===== src/rtl/clk_div_prog_multi.sv =====
// Multi-channel programmable clock divider.
// Each channel produces a near-50% duty divided clock and a one-cycle tick at
// every rising edge of that clock. Divisor changes are shadowed and only take
// effect at a period boundary, in IDLE, or on a sync restart, so no short pulse
// is ever emitted.
module clk_div_prog_multi #(
    parameter int unsigned CH      = 4,
    parameter int unsigned DIV_W   = 8,
    parameter int unsigned DIV_RST = 6
) (
    input  logic                clk_in,
    input  logic                reset,
    input  logic [CH-1:0]       en,
    input  logic [CH-1:0]       div_load,
    input  logic [CH*DIV_W-1:0] div_in,
    input  logic                sync,
    output logic [CH-1:0]       clk_out,
    output logic [CH-1:0]       tick,
    output logic [CH-1:0]       active
);

    typedef enum logic {StIdle, StRun} state_e;

    localparam logic [DIV_W-1:0] DivRst = DIV_W'(DIV_RST);
    localparam logic [DIV_W-1:0] DivOne = DIV_W'(1);
    localparam logic [DIV_W-1:0] DivTwo = DIV_W'(2);

    for (genvar i = 0; i < CH; i++) begin : g_ch
        state_e           state_q, state_d;
        logic [DIV_W-1:0] cnt_q, cnt_d;
        logic [DIV_W-1:0] div_act_q, div_act_d;
        logic [DIV_W-1:0] pend_q, pend_d;
        logic             pend_vld_q, pend_vld_d;
        logic             clk_q, clk_d;
        logic             tick_q, tick_d;

        logic [DIV_W-1:0] div_slice, div_nxt, div_eff, half, cnt_inc;
        logic             apply_req, boundary, restart, eff_ok;

        // Divisor selection and period arithmetic for this channel.
        always_comb begin
            div_slice = div_in[i*DIV_W +: DIV_W];
            // A load on this very edge wins over an older pending value.
            div_nxt   = div_load[i] ? div_slice : pend_q;
            apply_req = pend_vld_q | div_load[i];
            div_eff   = apply_req ? div_nxt : div_act_q;
            eff_ok    = (div_eff >= DivTwo);
            half      = (div_act_q >> 1) + DIV_W'(div_act_q[0]);
            cnt_inc   = cnt_q + DivOne;
            boundary  = (cnt_q == div_act_q - DivOne);
            // sync and a natural boundary on the same edge collapse into one restart.
            restart   = (state_q == StRun) && (boundary || sync);
        end

        // Next-state logic: shadow divisor handling plus the IDLE/RUN machine.
        always_comb begin
            state_d    = state_q;
            cnt_d      = cnt_q;
            clk_d      = clk_q;
            tick_d     = 1'b0;
            div_act_d  = div_act_q;
            pend_d     = pend_q;
            pend_vld_d = pend_vld_q;

            if (div_load[i]) begin
                pend_d     = div_slice;
                pend_vld_d = 1'b1;
            end
            if (apply_req && ((state_q == StIdle) || restart)) begin
                div_act_d  = div_nxt;
                pend_vld_d = 1'b0;
            end

            unique case (state_q)
                StIdle: begin
                    cnt_d = '0;
                    clk_d = 1'b0;
                    if (en[i] && eff_ok) begin
                        state_d = StRun;
                        clk_d   = 1'b1;
                        tick_d  = 1'b1;
                    end
                end
                StRun: begin
                    if (restart) begin
                        cnt_d = '0;
                        if (!en[i] || !eff_ok) begin
                            state_d = StIdle;
                            clk_d   = 1'b0;
                        end else begin
                            clk_d  = 1'b1;
                            tick_d = 1'b1;
                        end
                    end else begin
                        cnt_d = cnt_inc;
                        clk_d = (cnt_inc < half);
                    end
                end
                default: state_d = StIdle;
            endcase
        end

        // Channel state register with asynchronous reset.
        always_ff @(posedge clk_in or posedge reset) begin
            if (reset) begin
                state_q    <= StIdle;
                cnt_q      <= '0;
                div_act_q  <= DivRst;
                pend_q     <= '0;
                pend_vld_q <= 1'b0;
                clk_q      <= 1'b0;
                tick_q     <= 1'b0;
            end else begin
                state_q    <= state_d;
                cnt_q      <= cnt_d;
                div_act_q  <= div_act_d;
                pend_q     <= pend_d;
                pend_vld_q <= pend_vld_d;
                clk_q      <= clk_d;
                tick_q     <= tick_d;
            end
        end

        assign clk_out[i] = clk_q;
        assign tick[i]    = tick_q;
        assign active[i]  = (state_q == StRun);
    end

endmodule

===== config.mk =====
export PLATFORM = sky130hd
export DESIGN_NAME = clk_div_prog_multi
export DESIGN_NICKNAME = d
export VERILOG_FILES = /design/src/rtl/clk_div_prog_multi.sv
export SDC_FILE = /design/constraint.sdc
export NUM_CORES = 1
export LEC_CHECK = 0
export BUFFER_PORTS_ARGS = -buffer_cell sky130_fd_sc_hd__buf_2
export CAP_MARGIN = 10
export CORE_UTILIZATION = 25
export CTS_BUF_LIST = sky130_fd_sc_hd__clkbuf_8
export CTS_CLUSTER_SIZE = 14
export DETAILED_ROUTE_END_ITERATION = 10
export PLACE_DENSITY_LB_ADDON = 0.2
export RECOVER_POWER = 100
export SYNTH_ARGS = -nofsm -noshare
export SYNTH_HDL_FRONTEND = slang
export SYNTH_SLANG_ARGS = --single-unit
export TNS_END_PERCENT = 5

===== constraint.sdc =====
create_clock -name clk_in -period 10.4 [get_ports clk_in]
set_clock_uncertainty 0.1 [all_clocks]
set_input_delay 1.56 -clock clk_in [delete_from_list [all_inputs] [get_ports clk_in]]
set_output_delay 1.56 -clock clk_in [all_outputs]
set_load 0.05 [all_outputs]

==> summary.md <==
| Metric | Value |
|---|---|
| Fmax | `about 180 MHz` |
| Synthesized flop and latch total | `between 100 and 150` |
| Max_cap viols | `4` |
| Setup Fix Bufs, Post-CTS | `0` |
| Io pins | `55` |
| Latest clock arrival within the worst-skew pair | `around 0.4 ns` |
| Worst Min Path Start | `g_ch[1].pend_q[0]$_DFF_PP0_` |
| Number of nets in the layout | `around 730` |
| DP Area | `7180 um2` |
| GPL Wtd Cong | `about 0.75` |
| Core Area | `between 20000 and 30000 um2` |
| Slew Viols, Final | `roughly 140` |
| Initial antenna violation count | `3` |
| Final cycle utilization of the critical path | `0.536` |
| First-pass GRT wire length | `approximately 25000 um` |
| Cts bufs inserted | `9` |
| CP Class | `in -> async` |
| Fraction of layout cells with a size suffix above 1 | `0.120` |
| Cts hold-fix bufs | `0` |
| Final min period | `5.58 ns` |
| Number of nets with antenna violations after routing | `0` |
| Worst Reg-to-Reg Cells | `8` |
| Count leader, synth | `dfrtp_1` |
| Seq pwr share | `0.491` |
| Synth async-reset ratio | `1.00` |
| Gr ovfl total | `0` |
| Die Span Y | `between 150 and 200 um` |
| Mapped Nets | `705` |
| Final HPWL DP | `~11000 um` |
| Hold path depth | `1` |
| Ys flop type | `dfrtp_1` |
| Root Driver | `clkbuf_8` |
| Required time worst endpoint | `~10 ns` |
| Rel. slew slack | `-0.920` |
| Buffers added on ports | `54` |
| Synth-to-Final Area Change | `8.99%` |
| R2r startpoint | `g_ch[3].div_act_q[1]$_DFFE_PP1P_` |
| Clock slew at reported path FFs | `~0.10 ns` |
| Metal2 WL | `between 6000 and 7000 um` |
| Setup violators final | `0` |
| Least-Margin Pin Slew | `2.88 ns` |
| Final setup TNS | `0 ns` |
| RSZ-0062 raised after global routing | `no` |
| Routed length per placed instance | `around 15 um` |
| Drt via density | `between 4 and 5` |
| Fin cells | `990` |
| Warnings, synthesis | `0` |
| # DRC | `26` |
| R2r setup slk | `between 5 and 6 ns` |
| Vias in the first global route | `between 4000 and 5000` |
| Drt initial violations | `219` |
| Number of flops mapped to enable cells by yosys | `0` |
| LEAKAGE | `roughly 3.2 nW` |
| Total power draw | `1.16 mW` |
| Final hold vios | `0` |
| Die area | `approximately 27000 um2` |
| CP Capture Type | `asynchronous set/reset pin` |
| Post-synthesis sequential area ratio | `0.420` |
| Startpoint types | `input port` |
| Status | `complete, but fails checks` |
| CTS tree | `yes` |
| Die width | `roughly 170 um` |
| Power per Cell Area | `about 160 nW/um2` |
| Worst min-delay path class | `reg -> reg` |
| Internal Power | `0.751 mW` |
| CP max FO | `slightly below 60` |
| Tot GR Track Use | `0.116` |
| # clock sinks | `roughly 110` |
| Pre-antenna DRT Iters | `7` |
| Final Cell Area | `between 7000 and 8000 um2` |
| Worst EP arrival | `around 5.4 ns` |
| PnR worst setup slack | `between 4 and 5 ns` |
| CTS max path bufs | `2` |
| Synth top area cells | `dfrtp_1, ha_1, xnor2_1` |
| P_sw | `0.409 mW` |
| Clock network power share | `0.237` |
| Final WL | `between 10000 and 15000 um` |
| Wl on met1 | `approximately 7400 um` |
| Starting Density | `0.256` |
| DP Worst Slack | `6.78 ns` |
| Most frequent cells after synthesis | `dfrtp_1, xnor2_1, ha_1, nor2_1, mux2_2` |
| Mapped Avg Cell Area | `between 10 and 15 um2` |
| R2R Path End | `g_ch[3].div_act_q[6]$_DFFE_PP0P_` |
| Synth area leader | `dfrtp_1` |
| Via Count | `between 4000 and 5000` |
| Placed cell count | `~970` |
| Mapped Area | `between 6000 and 7000 um2` |
| Combinational Power Share | `0.272` |
| Switching fraction of total power | `0.353` |
| Worst vdd ir | `about 70 uV` |
| Yosys cell types | `just under 60` |
| Synth Instances | `just over 600` |
| Top Layer Used | `met4` |
| WHS Endpoint | `g_ch[1].pend_q[0]$_DFF_PP0_` |
| Largest net degree at the start of global routing | `just under 60` |
| Wire length on met3 | `a little over 900 um` |
| Core Rows | `a little under 60` |
| Htree depth | `3` |
| Yosys top cell area share | `0.389` |
| Post-CTS sizing | `0` |
| Violated checks | `design-rule violations, max-capacitance violations, max-slew violations` |
how the worst max path moves through the flow:
stage                                          start                          endpoint  slack (ns)
CTS                 g_ch[3].div_act_q[1]$_DFFE_PP1P_  g_ch[3].div_act_q[6]$_DFFE_PP0P_        6.77
global placement    g_ch[3].div_act_q[1]$_DFFE_PP1P_  g_ch[3].div_act_q[0]$_DFFE_PP0P_        6.94
global route                                   reset  g_ch[3].div_act_q[6]$_DFFE_PP0P_        3.74
finish                                         reset  g_ch[3].div_act_q[6]$_DFFE_PP0P_        4.82
floorplan                                      reset           g_ch[0].clk_q$_DFF_PP0_        5.79
detailed placement  g_ch[3].div_act_q[1]$_DFFE_PP1P_  g_ch[3].div_act_q[7]$_DFFE_PP0P_        6.78
power by group through the flow:
stage / sequential [mW] / clock, mW / combinational, mW
6_report: 0.569 / 0.275 / 0.315
5_1_grt: 0.581 / 0.306 / 0.360
2_1_floorplan: 0.531 / 0 / 0.303
3_5_place_dp: 0.580 / 0 / 0.329
4_1_cts: 0.572 / 0.291 / 0.332
3_3_place_gp: 0.579 / 0 / 0.323
kinds of logic after synthesis:
family                   Yosys count  synth area share
AND/OR/NAND/NOR                  188             0.154
flip-flops                       112             0.420
XOR/XNOR                          83             0.113
multiplexers                      66             0.114
AO/OA/AOI/OAI                     65            0.0714
buffers and inverters             60            0.0458
adder cells (fa/ha/maj)           44            0.0822
cells in the final DEF, fill, tap and decap left out, types with 22 or more instances in the layout:
| cell | n |
|---|---|
| nand2_1 | 22 |
| dfrtp_1 | 104 |
| mux2_1 | 46 |
| buf_2 | 38 |
| nor2b_1 | 29 |
| inv_1 | 23 |
| xor2_1 | 34 |
| nor2_1 | 41 |
| ha_1 | 44 |
| nand3_1 | 33 |
| xnor2_1 | 47 |
routing by layer:
metal / track usage / up-vias
met4: 0.0248 / 0
met1: 0.156 / 2169
met2: 0.175 / 81
met5: 0 / -
li1: - / 2195
met3: 0.0437 / 9
registers in the layout (all words and copies together) (netlist names):
| name | count |
|---|---|
| g_ch.clk_q | 4 |
| g_ch.tick_q | 4 |
| g_ch.div_act_q | 32 |
| g_ch.state_q | 4 |
| g_ch.pend_q | 32 |
| g_ch.cnt_q | 32 |
| g_ch.pend_vld_q | 4 |
metrics by stage:
stage | util | hold WS, ns
after detailed placement | 0.275 | 0.387
final | 0.279 | 0.405
after global routing | 0.279 | 0.433
after floorplan | - | 0.363
after CTS | 0.282 | 0.412
after global placement | 0.275 | 0.382
area by class of cell:
type / count / area (um2)
Antenna cell: 3 / 7.51
Timing Repair Buffer: 56 / 258
Multi-Input combinational cell: 446 / 3520
Sequential cell: 112 / 2810
Inverter: 22 / 83.8
Clock inverter: 7 / 73.8
Clock buffer: 9 / 124
Fill cell: 2805 / 18800
Tap cell: 335 / 419
critical path: stages:
cell and delay (ns):
buf_2 0.10, clkinvlp_2 1.52, clkbuf_1 2.15
(Power assumes the default switching activity.)
